$ cat config.mk
export PLATFORM = sky130hd
export DESIGN_NAME = windowed_watchdog_multi
export DESIGN_NICKNAME = d
export VERILOG_FILES = /design/src/rtl/windowed_watchdog_multi.sv
export SDC_FILE = /design/constraint.sdc
export NUM_CORES = 1
export LEC_CHECK = 0
export BUFFER_PORTS_ARGS = -buffer_cell sky130_fd_sc_hd__clkbuf_2
export CORE_MARGIN = 10
export CORE_UTILIZATION = 30
export CTS_CLUSTER_DIAMETER = 80
export CTS_CLUSTER_SIZE = 25
export DETAILED_ROUTE_END_ITERATION = 10
export GPL_TIMING_DRIVEN = 0
export PLACE_DENSITY = 0.53
export SLEW_MARGIN = 0
export SYNTH_ARGS = -nofsm -noshare
export SYNTH_HDL_FRONTEND = slang
export SYNTH_SLANG_ARGS = --single-unit
$ cat constraint.sdc
create_clock -name clk -period 3.05 [get_ports clk]
set_input_delay 0.305 -clock clk [delete_from_list [all_inputs] [get_ports clk]]
set_output_delay 0.305 -clock clk [all_outputs]
set_load 0.01 [all_outputs]
$ cat src/rtl/windowed_watchdog_multi.sv
// Multi-channel windowed watchdog with a shared prescaler and sticky per-channel fault/cause.
// Optional pre-timeout warning is built when WDT_PRETIMEOUT_EN is defined; otherwise warn is tied low.
module windowed_watchdog_multi #(
   parameter int N_CH        = 4,
   parameter int CNT_W       = 8,
   parameter int WIN_MIN     = 10,
   parameter int WIN_MAX     = 20,
   parameter int PRESCALE    = 1,
   parameter int WARN_MARGIN = 4
) (
   input  logic                clk,
   input  logic                reset,
   input  logic [N_CH-1:0]     enable,
   input  logic [N_CH-1:0]     kick,
   input  logic [N_CH-1:0]     clear,
   output logic [N_CH-1:0]     fault,
   output logic [2*N_CH-1:0]   cause,
   output logic                timeout_any,
   output logic [N_CH-1:0]     warn
);

   typedef enum logic [1:0] {
      ST_DISABLED = 2'b00,
      ST_RUN      = 2'b01,
      ST_FAULT    = 2'b10
   } state_t;

   localparam logic [1:0]       CAUSE_NONE  = 2'b00;
   localparam logic [1:0]       CAUSE_EARLY = 2'b01;
   localparam logic [1:0]       CAUSE_LATE  = 2'b10;
   localparam logic [CNT_W-1:0] WIN_MIN_C   = CNT_W'(WIN_MIN);
   localparam logic [CNT_W-1:0] WIN_MAX_C   = CNT_W'(WIN_MAX);

   if (N_CH < 1 || PRESCALE < 1 || WIN_MIN > WIN_MAX || WIN_MAX >= (1 << CNT_W) ||
       WARN_MARGIN >= WIN_MAX) begin : g_param_check
      $error("windowed_watchdog_multi: illegal parameter set");
   end

   logic tick_s;

   if (PRESCALE > 1) begin : g_ps
      localparam int             PS_W    = $clog2(PRESCALE);
      localparam logic [PS_W-1:0] PS_LAST = PS_W'(PRESCALE - 1);
      logic [PS_W-1:0] ps_r;

      // Free-running time-base divider shared by all channels
      always_ff @(posedge clk) begin
         if (reset) begin
            ps_r <= '0;
         end else if (ps_r == PS_LAST) begin
            ps_r <= '0;
         end else begin
            ps_r <= ps_r + PS_W'(1);
         end
      end

      assign tick_s = (ps_r == PS_LAST);
   end else begin : g_no_ps
      assign tick_s = 1'b1;
   end

   for (genvar i = 0; i < N_CH; i++) begin : g_ch
      state_t           state_r, state_s;
      logic [CNT_W-1:0] cnt_r, cnt_s;
      logic [1:0]       cause_r, cause_s;
      logic             fault_r;

      // Channel next-state: enable=0 beats kick beats tick; clear only acts in FAULT
      always_comb begin
         state_s = state_r;
         cnt_s   = cnt_r;
         cause_s = cause_r;
         case (state_r)
            ST_DISABLED: begin
               cnt_s   = '0;
               cause_s = CAUSE_NONE;
               if (enable[i]) begin
                  state_s = ST_RUN;
               end else begin
                  state_s = ST_DISABLED;
               end
            end
            ST_RUN: begin
               if (!enable[i]) begin
                  state_s = ST_DISABLED;
                  cnt_s   = '0;
               end else if (kick[i]) begin
                  if (cnt_r < WIN_MIN_C) begin
                     state_s = ST_FAULT;
                     cause_s = CAUSE_EARLY;
                  end else begin
                     cnt_s = '0;
                  end
               end else if (tick_s) begin
                  if (cnt_r == WIN_MAX_C) begin
                     state_s = ST_FAULT;
                     cause_s = CAUSE_LATE;
                  end else begin
                     cnt_s = cnt_r + CNT_W'(1);
                  end
               end else begin
                  cnt_s = cnt_r;
               end
            end
            ST_FAULT: begin
               if (clear[i]) begin
                  cnt_s   = '0;
                  cause_s = CAUSE_NONE;
                  if (enable[i]) begin
                     state_s = ST_RUN;
                  end else begin
                     state_s = ST_DISABLED;
                  end
               end else begin
                  state_s = ST_FAULT;
               end
            end
            default: begin
               state_s = ST_DISABLED;
               cnt_s   = '0;
               cause_s = CAUSE_NONE;
            end
         endcase
      end

      // Channel state, counter and registered fault/cause
      always_ff @(posedge clk) begin
         if (reset) begin
            state_r <= ST_DISABLED;
            cnt_r   <= '0;
            cause_r <= CAUSE_NONE;
            fault_r <= 1'b0;
         end else begin
            state_r <= state_s;
            cnt_r   <= cnt_s;
            cause_r <= cause_s;
            fault_r <= (state_s == ST_FAULT);
         end
      end

`ifdef WDT_PRETIMEOUT_EN
      localparam logic [CNT_W-1:0] WARN_TH_C = CNT_W'(WIN_MAX - WARN_MARGIN);
      logic warn_r;

      // Warning follows the next counter value so it drops on the reload/exit edge
      always_ff @(posedge clk) begin
         if (reset) begin
            warn_r <= 1'b0;
         end else begin
            warn_r <= (state_s == ST_RUN) && (cnt_s >= WARN_TH_C);
         end
      end

      assign warn[i] = warn_r;
`else
      assign warn[i] = 1'b0;
`endif

      assign fault[i]           = fault_r;
      assign cause[2*i +: 2]    = cause_r;
   end

   assign timeout_any = |fault;

endmodule

==> key figures <==
Power and ir drop
  – Sequential fraction of design power: 54.3%
  – Logic pwr share: 8.3%
  – Internal power: 976 µW
  – Sw Share: 24.1%
  – Power Density: 405 mW/mm²
  – Clock share of power: 37.4%
  – Pleak: 0.00120 µW
  – NetSw: 310 µW
  – Max VDD drop: 0.188 mV

Place
  – GPL Wtd Cong: 0.753
  – Setup WS pre-CTS: 1.18 ns
  – HPWL after detailed placement: 4.95 mm
  – Placed insts: 475
  – Placed instance area: 0.00307 mm²
  – Input/output buffers: 26

Timing
  – Hold Vio Cnt, Final: 0
  – Slew Limit Fails: 0
  – Relative slew slack: 56.5%
  – Achievable Freq: 534 MHz
  – Final setup fails: 0
  – Setup TNS: 0 ns
  – Unrepaired setup endpoints after global routing: no
  – Final worst-path cycle share: 61.4%
  – Final worst slack: 1.18 ns
  – Min Tclk post-route: 1.87 ns
  – Fin Clk Skew: 0.00634 ns
  – Worst-Margin Slew: 0.645 ns

Yosys
  – Commonest cells post-synth: 52 x dfxtp_1, 34 x nor2_1, 27 x nand2_1
  – Post-Syn Area: 0.00279 mm²
  – Yosys Warn Count: 0
  – Post-Synth Adder-Cell Area: 3.59%
  – Flops & latches, synth: 52
  – Sequential area share after synthesis: 37.4%
  – Mean Syn Cell Area: 8.31 µm²
  – Number of synthesized flops with an enable pin: 0
  – Synth Area in Compound Gates: 19.8%
  – Synth cell types: 54
  – Ys flop type: dfxtp_1
  – Largest family of logic cells by synthesized area: simple AND/OR/NAND/NOR gates
  – Synth top area share: 37.4%
  – Syn Inst Count: 335
  – Asr flop ratio synth: 0%
  – Post-synthesis xor/xnor area fraction: 3.77%
  – Multiplexer share of the synthesized area: 2.07%
  – Synth area leader: dfxtp_1
  – Synth Area in Simple Gates: 28.5%
  – Most frequent cell after synthesis: dfxtp_1
  – Top post-synthesis cells by area: dfxtp_1 37%, nor2_1 4.6%, nand2_1 3.6%, ha_1 3.6%, a21oi_1 3.4%

Die
  – # IOs: 31
  – DIE AREA: 0.0135 mm²
  – CORE AREA: 0.00915 mm²
  – Initial Util: 30.4%
  – Cell Rows: 35
  – Die H: 116 µm
  – DIE WIDTH: 116 µm

Cells and area
  – Fraction of layout instances using a drive strength above 1: 14.0%
  – Final cell count without fillers: 483
  – Design Area, Final: 0.00317 mm²
  – Ant. Diodes: 0
  – Final nets: 393
  – FILL cells: 976
  – Area of the multi-input gates: 0.00162 mm²
  – Synthesis-to-layout area growth: 13.9%
  – Register area: 0.00104 mm²

Critical path
  – Type of origin of the critical path: flop
  – WP data arrival: 2.10 ns
  – CP Max Fanout: 10
  – R2R setup slack: 1.18 ns
  – Largest stage delay, worst path: 0.46 ns
  – Crit end category: flop
  – WS Path Type: reg2reg
  – CP max-delay cell: dfxtp_1
  – Most used cell along the critical path: nor2b_1
  – Worst EP required: 3.28 ns
  – Critical path, cell by cell: nor2b_1, nor2b_1, clkbuf_1, o221ai_1, a21oi_1

Global route
  – Largest net degree at the start of global routing: 16
  – Total GRT Usage: 10.2%
  – Initial antenna violation count: 0
  – Vias in the first global route: 2349
  – First-pass GRT wire length: 11.4 mm
  – Total gr overflow: 0

Detailed routing
  – WL/cell: 13.7 µm
  – Drt drc: 0
  – Antenna viol nets, final: 0
  – 1st-pass router iterations: 4
  – Vias: 2485
  – Vias per cell: 5.14
  – WL final: 6.60 mm
  – 1st-iter DRT viols: 85

Clocking
  – CTS root buffer: clkbuf_8
  – CTS tree: built
  – Post_cts resized: 0
  – Setup repair bufs after CTS: 0
  – Hold_buf cts: 0
  – CTS Sinks: 52
  – H-tree depth: 2
  – Worst-case clock buffer depth: 2
  – TritonCTS Buffers: 5
  – Worst skew pair latency: 0.31 ns
  – Clock transition at path regs: 0.10 ns

Worst hold path
  – Hold Path Class: in2reg

Run status
  – Run status: complete, no violations

Job
  – Max cap viols: 0
layout by cell type, fill, tap and decap left out, types with 5 or more instances in the layout:
cell and count:
buf_4 8, o21ai_0 18, nand4_1 7, and3_1 6, nor2b_1 9, a211oi_1 5
clkbuf_8 5, nor3_1 9, clkbuf_2 26, nand2b_1 10, ha_1 8, nor2_1 34
nand2_1 27, or3_1 9, clkbuf_1 8, inv_1 12, nand3_1 13, xor2_1 6
xnor2_1 6, dfxtp_1 52, a21oi_1 19
layout make-up:
| type | count | share of cell area [%] |
|---|---|---|
| buffer | 15 | 2.72 |
| sequential | 52 | 32.8 |
| multi-input combinational | 259 | 51.2 |
| clock buffer | 6 | 2.29 |
| timing repair buffer | 26 | 4.10 |
| clock inverter | 2 | 1.10 |
| tap | 111 | 4.38 |
| inverter | 12 | 1.42 |
worst max-delay path: cells and delay by family, from the launching register on:
kind	cells	cell delay (ns)
AOI/OAI and AO/OA	2	0.58
buffers and inverters	1	0.36
DFF	1	0.46
and+or+nand+nor	2	0.39
registers in the layout, indices dropped and copies added, names as in the netlist:
register	flops
g_ch.cnt_r	32
g_ch.cause_r	8
g_ch.state_r	8
g_ch.fault_r	4
cell families (layout without fill, tap and decap cells):
kind of cell,after synthesis,after routing
and+or+nand+nor,147,147
AOI/OAI and AO/OA,83,83
DFF,52,52
buffers and inverters,27,61
xor gates and xnor gates,12,12
adders and majority gates,8,8
muxes,5,5
other,1,4
per-layer routing:
metal,routed length (µm),track usage (%),vias up
met3,325,3.08,5
met4,70,3.00,0
met5,0,0,-
met1,3270,13.6,1169
met2,2940,15.5,36
li1,-,-,1275
worst paths after layout:
kind                       from                 end  cells past startpoint
min                   enable[1]  g_ch[1].state_r[0]                      2
min reg2reg  g_ch[3].cause_r[0]  g_ch[3].cause_r[0]                      2
max reg2reg  g_ch[2].state_r[1]    g_ch[2].cnt_r[0]                      5
max          g_ch[2].state_r[1]    g_ch[2].cnt_r[0]                      5
power groups by stage:
stage	registers, µW	logic (µW)	clock network (µW)
floorplan	711	70.8	0
global placement	713	107	0
detailed placement	714	107	0
CTS	698	108	506
global route	700	121	530
finish	698	107	481
through the flow:
step                power (µW)  utilization (%)  hold WS [ns]
global placement           820             33.5         0.459
global route              1350             34.7         0.260
finish                    1290             34.7         0.256
detailed placement         821             33.5         0.462
CTS                       1310             34.7         0.249
floorplan                  782                -         0.434
No activity file was read; power rests on OpenSTA's default activity.
